`config.mk`:
```
export PLATFORM = sky130hd
export DESIGN_NAME = keypad_scanner
export DESIGN_NICKNAME = d
export VERILOG_FILES = /design/src/rtl/keypad_pkg.sv /design/src/rtl/keypad_scanner_sync_2ff.sv /design/src/rtl/keypad_scanner.sv
export SDC_FILE = /design/constraint.sdc
export NUM_CORES = 1
export LEC_CHECK = 0
export ABC_AREA = 1
export BUFFER_PORTS_ARGS = -buffer_cell sky130_fd_sc_hd__buf_4
export CORE_MARGIN = 2
export CORE_UTILIZATION = 45
export CTS_BUF_LIST = sky130_fd_sc_hd__clkbuf_4 sky130_fd_sc_hd__clkbuf_8
export DETAILED_ROUTE_END_ITERATION = 10
export HOLD_SLACK_MARGIN = 0.08
export PLACE_DENSITY = 0.64
export SLEW_MARGIN = 0
export SYNTH_ARGS = -nofsm -noshare
export SYNTH_HDL_FRONTEND = slang
export SYNTH_SLANG_ARGS = --single-unit
```
`constraint.sdc`:
```
create_clock -name clk -period 2 [get_ports clk]
set_clock_uncertainty 0.15 [all_clocks]
set_input_delay 0.5 -clock clk [delete_from_list [all_inputs] [get_ports clk]]
set_output_delay 0.5 -clock clk [all_outputs]
set_load 0.01 [all_outputs]
```
`src/rtl/keypad_pkg.sv`:
```
// Shared types and constants for the 4x4 keypad scanner.
package keypad_pkg;
   typedef enum logic [1:0] {SCAN, DEBOUNCE, HELD, RELEASE} state_t;

   localparam int NUM_ROWS = 4;
   localparam int NUM_COLS = 4;
   localparam int KEY_W    = 4;

   localparam logic [NUM_COLS-1:0] IDLE_COLS = 4'b1111;

   typedef struct packed {
      logic       single;
      logic [1:0] col;
   } col_dec_t;

   // Only a lone low column is a usable key; idle and ghosted patterns alike report no key.
   function automatic col_dec_t col_decode(input logic [NUM_COLS-1:0] c);
      col_dec_t d;
      d = '0;
      case (c)
         4'b1110: begin d.single = 1'b1; d.col = 2'd0; end
         4'b1101: begin d.single = 1'b1; d.col = 2'd1; end
         4'b1011: begin d.single = 1'b1; d.col = 2'd2; end
         4'b0111: begin d.single = 1'b1; d.col = 2'd3; end
         default: d = '0;
      endcase
      return d;
   endfunction
endpackage

```
`src/rtl/keypad_scanner_sync_2ff.sv`:
```
// Two-flop synchronizer for the asynchronous column lines; resets to all ones (no key).
module sync_2ff #(
   parameter int WIDTH = 4
) (
   input  logic             clk,
   input  logic             rst,
   input  logic [WIDTH-1:0] d,
   output logic [WIDTH-1:0] q
);
   logic [WIDTH-1:0] meta;

   // Two-stage capture of the raw lines
   always_ff @(posedge clk or posedge rst) begin
      if (rst) begin
         meta <= '1;
         q    <= '1;
      end else begin
         meta <= d;
         q    <= meta;
      end
   end
endmodule

```
`src/rtl/keypad_scanner.sv`:
```
// 4x4 matrix keypad scanner: row-strobed scan, debounced press/release, key code with valid strobe.
module keypad_scanner
   import keypad_pkg::*;
#(
   parameter int SCAN_DIV_W   = 12,
   parameter int DEBOUNCE_CNT = 4
) (
   input  logic       clk,
   input  logic       rst,
   input  logic [3:0] i_col,
   output logic [3:0] o_row,
   output logic [3:0] o_key,
   output logic       o_valid,
   output logic       o_pressed
);
   localparam logic [3:0] DB_LAST = 4'(DEBOUNCE_CNT);

   logic [NUM_COLS-1:0]   col_s;
   logic [SCAN_DIV_W-1:0] r_div;
   logic                  tick;
   col_dec_t              dec;

   state_t           state, state_nx;
   logic [3:0]       cnt, cnt_nx, cnt_inc;
   logic [KEY_W-1:0] cand, cand_nx, key_nx;
   logic [1:0]       r_row, row_nx;
   logic             valid_nx, pressed_nx;

   sync_2ff #(.WIDTH(NUM_COLS)) u_sync (
      .clk (clk),
      .rst (rst),
      .d   (i_col),
      .q   (col_s)
   );

   assign tick    = &r_div;
   assign dec     = col_decode(col_s);
   assign cnt_inc = cnt + 4'd1;

   // Free-running prescaler; a tick each time it wraps
   always_ff @(posedge clk or posedge rst) begin
      if (rst) r_div <= '0;
      else     r_div <= r_div + 1'b1;
   end

   // State, counters, row drive and outputs register the next-state values
   always_ff @(posedge clk or posedge rst) begin
      if (rst) begin
         state     <= SCAN;
         cnt       <= '0;
         cand      <= '0;
         r_row     <= '0;
         o_row     <= 4'b1110;
         o_key     <= '0;
         o_valid   <= 1'b0;
         o_pressed <= 1'b0;
      end else begin
         state     <= state_nx;
         cnt       <= cnt_nx;
         cand      <= cand_nx;
         r_row     <= row_nx;
         o_row     <= ~(4'b0001 << row_nx);
         o_key     <= key_nx;
         o_valid   <= valid_nx;
         o_pressed <= pressed_nx;
      end
   end

   // Scan/debounce decisions, evaluated only on a tick; the row stays frozen while a key is tracked
   always_comb begin
      state_nx   = state;
      cnt_nx     = cnt;
      cand_nx    = cand;
      row_nx     = r_row;
      key_nx     = o_key;
      valid_nx   = 1'b0;
      pressed_nx = o_pressed;
      if (tick) begin
         case (state)
            SCAN: begin
               if (dec.single) begin
                  cand_nx  = {r_row, dec.col};
                  cnt_nx   = 4'd1;
                  state_nx = DEBOUNCE;
               end else begin
                  row_nx = r_row + 2'd1;
               end
            end
            DEBOUNCE: begin
               if (dec.single && dec.col == cand[1:0]) begin
                  if (cnt_inc == DB_LAST) begin
                     key_nx     = cand;
                     valid_nx   = 1'b1;
                     pressed_nx = 1'b1;
                     cnt_nx     = '0;
                     state_nx   = HELD;
                  end else begin
                     cnt_nx = cnt_inc;
                  end
               end else begin
                  cnt_nx   = '0;
                  state_nx = SCAN;
                  row_nx   = r_row + 2'd1;
               end
            end
            HELD: begin
               if (!dec.single) begin
                  cnt_nx   = 4'd1;
                  state_nx = RELEASE;
               end
            end
            RELEASE: begin
               if (!dec.single) begin
                  if (cnt_inc == DB_LAST) begin
                     pressed_nx = 1'b0;
                     cnt_nx     = '0;
                     state_nx   = SCAN;
                     row_nx     = r_row + 2'd1;
                  end else begin
                     cnt_nx = cnt_inc;
                  end
               end else begin
                  cnt_nx   = '0;
                  state_nx = HELD;
               end
            end
            default: state_nx = SCAN;
         endcase
      end
   end
endmodule

```
==> impl_metrics.ini <==
[outcome]
status = finished clean

[power]
p_sw_share_pct = 23.92
p_comb_share_pct = 4.6
p_sw_mw = 0.3572
power.internal_mw = 1.136
p_leak_nw = 1.262
clockPowerShare_pct = 37.3
power_density_nw_per_um2 = 627.1
seq_power_share_pct = 58.2
ir_drop_v = 0.0004162

[synth]
ys_seq_area_share_pct = 54.31
avgSynthCellArea_um2 = 8.832
synth_seq_cells = 42
syn_inst = 222
synth_warnings = 0
synthDistinctLibCells = 26
netlist_area_um2 = 1961
syn_nets = 231

[global_route]
grt_pass1_wl_um = 6134
overflow = 0
track_usage_pct = 16.02
antenna_found_initial = 0
grt_pass1_vias = 1406
grt_max_degree = 43

[flow_run]
maxCapViolCount = 0

[floorplanning]
die_y_um = 70.01
rows = 24
core_um2 = 4264
dieArea_um2 = 4901
start_util_pct = 45.98
ioPinCount = 16
die_w_um = 70.01

[setup_path]
slowest_delay_ns = 0.56
path_common_cell = nand2_1
r2r_start = u_sync.q[2]
crit_family = simple AND/OR/NAND/NOR gates
critical_path.slowest_cell = dfstp_2
critPathCaptureType = register
path_buf_inv = 2
worstSetupStartpointType = register
worst-setup-path-type = reg2reg
worst_ep_arrival_time_ns = 1.95
timing.rr.end = state[0]
rrSetupSlack_ns = 0.1
cp_max_fo = 6
critical_path.cell_chain = nand2_2 -> inv_1 -> nand3_2 -> nand2_4 -> nand4_1 -> nand2_1 -> nand2_1 -> nand2_1 -> nand2_1 -> nand2_1 -> inv_1
required_ns = 2.05
rr_worst_depth = 11

[drt]
wl_um = 3550
route.met2.wl_um = 1681
wl_met3_um = 129
antenna_left = 0
met1_length_um = 1638
first_pass_iters = 6
drtIter0Drc = 58
vias_per_cell = 4.878
dr_total_vias = 1478
drc = 0
routed.top_layer = met4
routedWlPerCell_um = 11.72

[finish]
antenna_cells = 0
layout-drive-gt1-share_pct = 28.69
post-route-util_pct = 55.84
nets = 259
syn_to_final_growth_pct = 21.44

[sta]
drv_slew = 0
relSlewSlack_pct = 73.12
setup_viol = 0
timing.hold.ws_ns = 0.1147
finalHoldViolations = 0
fmax_mhz = 525.8
tightestPinTransition_ns = 0.3996
fin_crit_sh_pct = 95.10
fin_crit_ns = 1.902

[clock_network]
clockRootBuffer = clkbuf_8
insertion_delay_ns = 0.29
cts_made_buffers = 5
cts_sinks = 42
clk_pin_slew_ns = 0.09
ctsHoldBuffers = 0
htree_levels = 2
cts_tree = yes
cts_buffer_depth = 2

[hold_path]
holdCritPathClass = in2async

[place]
portBuffers = 15
dpl.hpwl_um = 2469
gp_congestion = 0.9059
[cell usage after synthesis]
cell      count  area [µm²]
nor4_1        1       6.260
ha_1          3       37.54
nor2_4        1       11.26
dfrtp_1      31       775.7
inv_2         1       3.750
a21oi_1       1       5.000
xor2_1        9       78.83
nor2_2        2       12.51
dfstp_2      11       289.0
nand3_1      16       80.08
a31oi_1       1       6.260
o21ai_2       2       17.52
nand3_2       2       20.02
nor2_8        1       20.02
o21ai_1       1       5.000
nor3_4        1       16.27
o21ai_0       6       30.03
nand2_2       4       25.02
inv_1        35       131.4
nand4_1       6       37.54
o21bai_1      1       7.510
nor3_1        2       10.01
nand2_1      66       247.7
nand3_4       1       17.52
nor2_1       16       60.06
xnor2_1       1       8.760
[routing by layer]
metal	global-route usage [%]	vias up
met3	4.329	11
met5	0	-
met1	20.00	686
met4	8.333	0
li1	-	753
met2	25.50	28
[state kept, by name, indices dropped and copies added, names as in the netlist]
register / flops
o_pressed: 1
cnt: 4
u_sync.q: 4
o_row: 4
o_key: 4
r_row: 2
r_div: 12
u_sync.meta: 4
o_valid: 1
state: 2
cand: 4
[cells in the final DEF, fill, tap and decap left out, drive strengths merged]
cell type	instances
clkinvlp	2
nand3	19
nand2	70
dfstp	11
xor2	9
nor3	3
a21oi	1
a31oi	1
nor4	1
xnor2	1
nand4	6
clkbuf	5
ha	3
buf	21
o21bai	1
o21ai	9
dfrtp	31
nor2	20
inv	37
[stage by stage]
step,cells,setup WS [ns],area [µm²],power (mW),TNS (ns)
global route,303,-0.02691,2381,1.555,-0.1141
detailed placement,292,0.06488,2173,0.9434,0
global placement,292,0.07417,2173,0.9408,0
finish,303,0.09810,2381,1.493,0
floorplan,222,0.2669,1961,0.9186,0
CTS,300,0.03932,2266,1.506,0
[cell type report]
cell class                 count  area, µm²
clock buffer                   5      68.82
clock inverter                 3      23.77
fill                         377       1883
inverter                      36      135.1
multi-input combinational    144      853.3
sequential                    42       1065
tap                           52      65.06
timing repair buffer          21      170.2
[worst register-to-register path, delay by kind of cell (launching register included)]
family,cells,cell delay [ns]
DFF,1,0.56
and+or+nand+nor,9,0.95
buffers and inverters,2,0.14
[cells by family (layout without fill, tap and decap cells)]
group / count (synthesis) / in the layout / share of synthesized area, %
simple gates: 119 / 119 / 28.78
buf+inv: 36 / 65 / 6.892
fa+ha+maj: 3 / 3 / 1.915
xor+xnor: 10 / 10 / 4.467
flops: 42 / 42 / 54.31
compound gates: 12 / 12 / 3.638
[power groups by stage]
stage                     logic, mW  registers [mW]  clock network, mW
after CTS                    0.0595           0.868              0.579
after global routing         0.0781           0.870              0.607
after detailed placement     0.0594           0.884                  0
after global placement       0.0573           0.883                  0
after floorplan              0.0359           0.883                  0
final                        0.0685           0.868              0.556
[timing repair]
action / 4_1_cts / 5_1_grt
setup endpoints to repair: 0 / 19
setup buffers: 0 / 3
resized for setup: 0 / 22
[how the worst max path moves through the flow]
stage                           start        to  slack [ns]  depth (start not counted)
after global placement    u_sync.q[0]  o_row[0]        0.07                         11
after floorplan              r_div[0]    cnt[0]        0.27                         12
after CTS                 u_sync.q[1]  o_row[0]        0.04                         11
final                     u_sync.q[2]  state[0]         0.1                         11
after detailed placement  u_sync.q[1]  o_row[0]        0.06                         11
after global routing      u_sync.q[2]  o_row[0]       -0.03                         11
(Power assumes the default switching activity.)
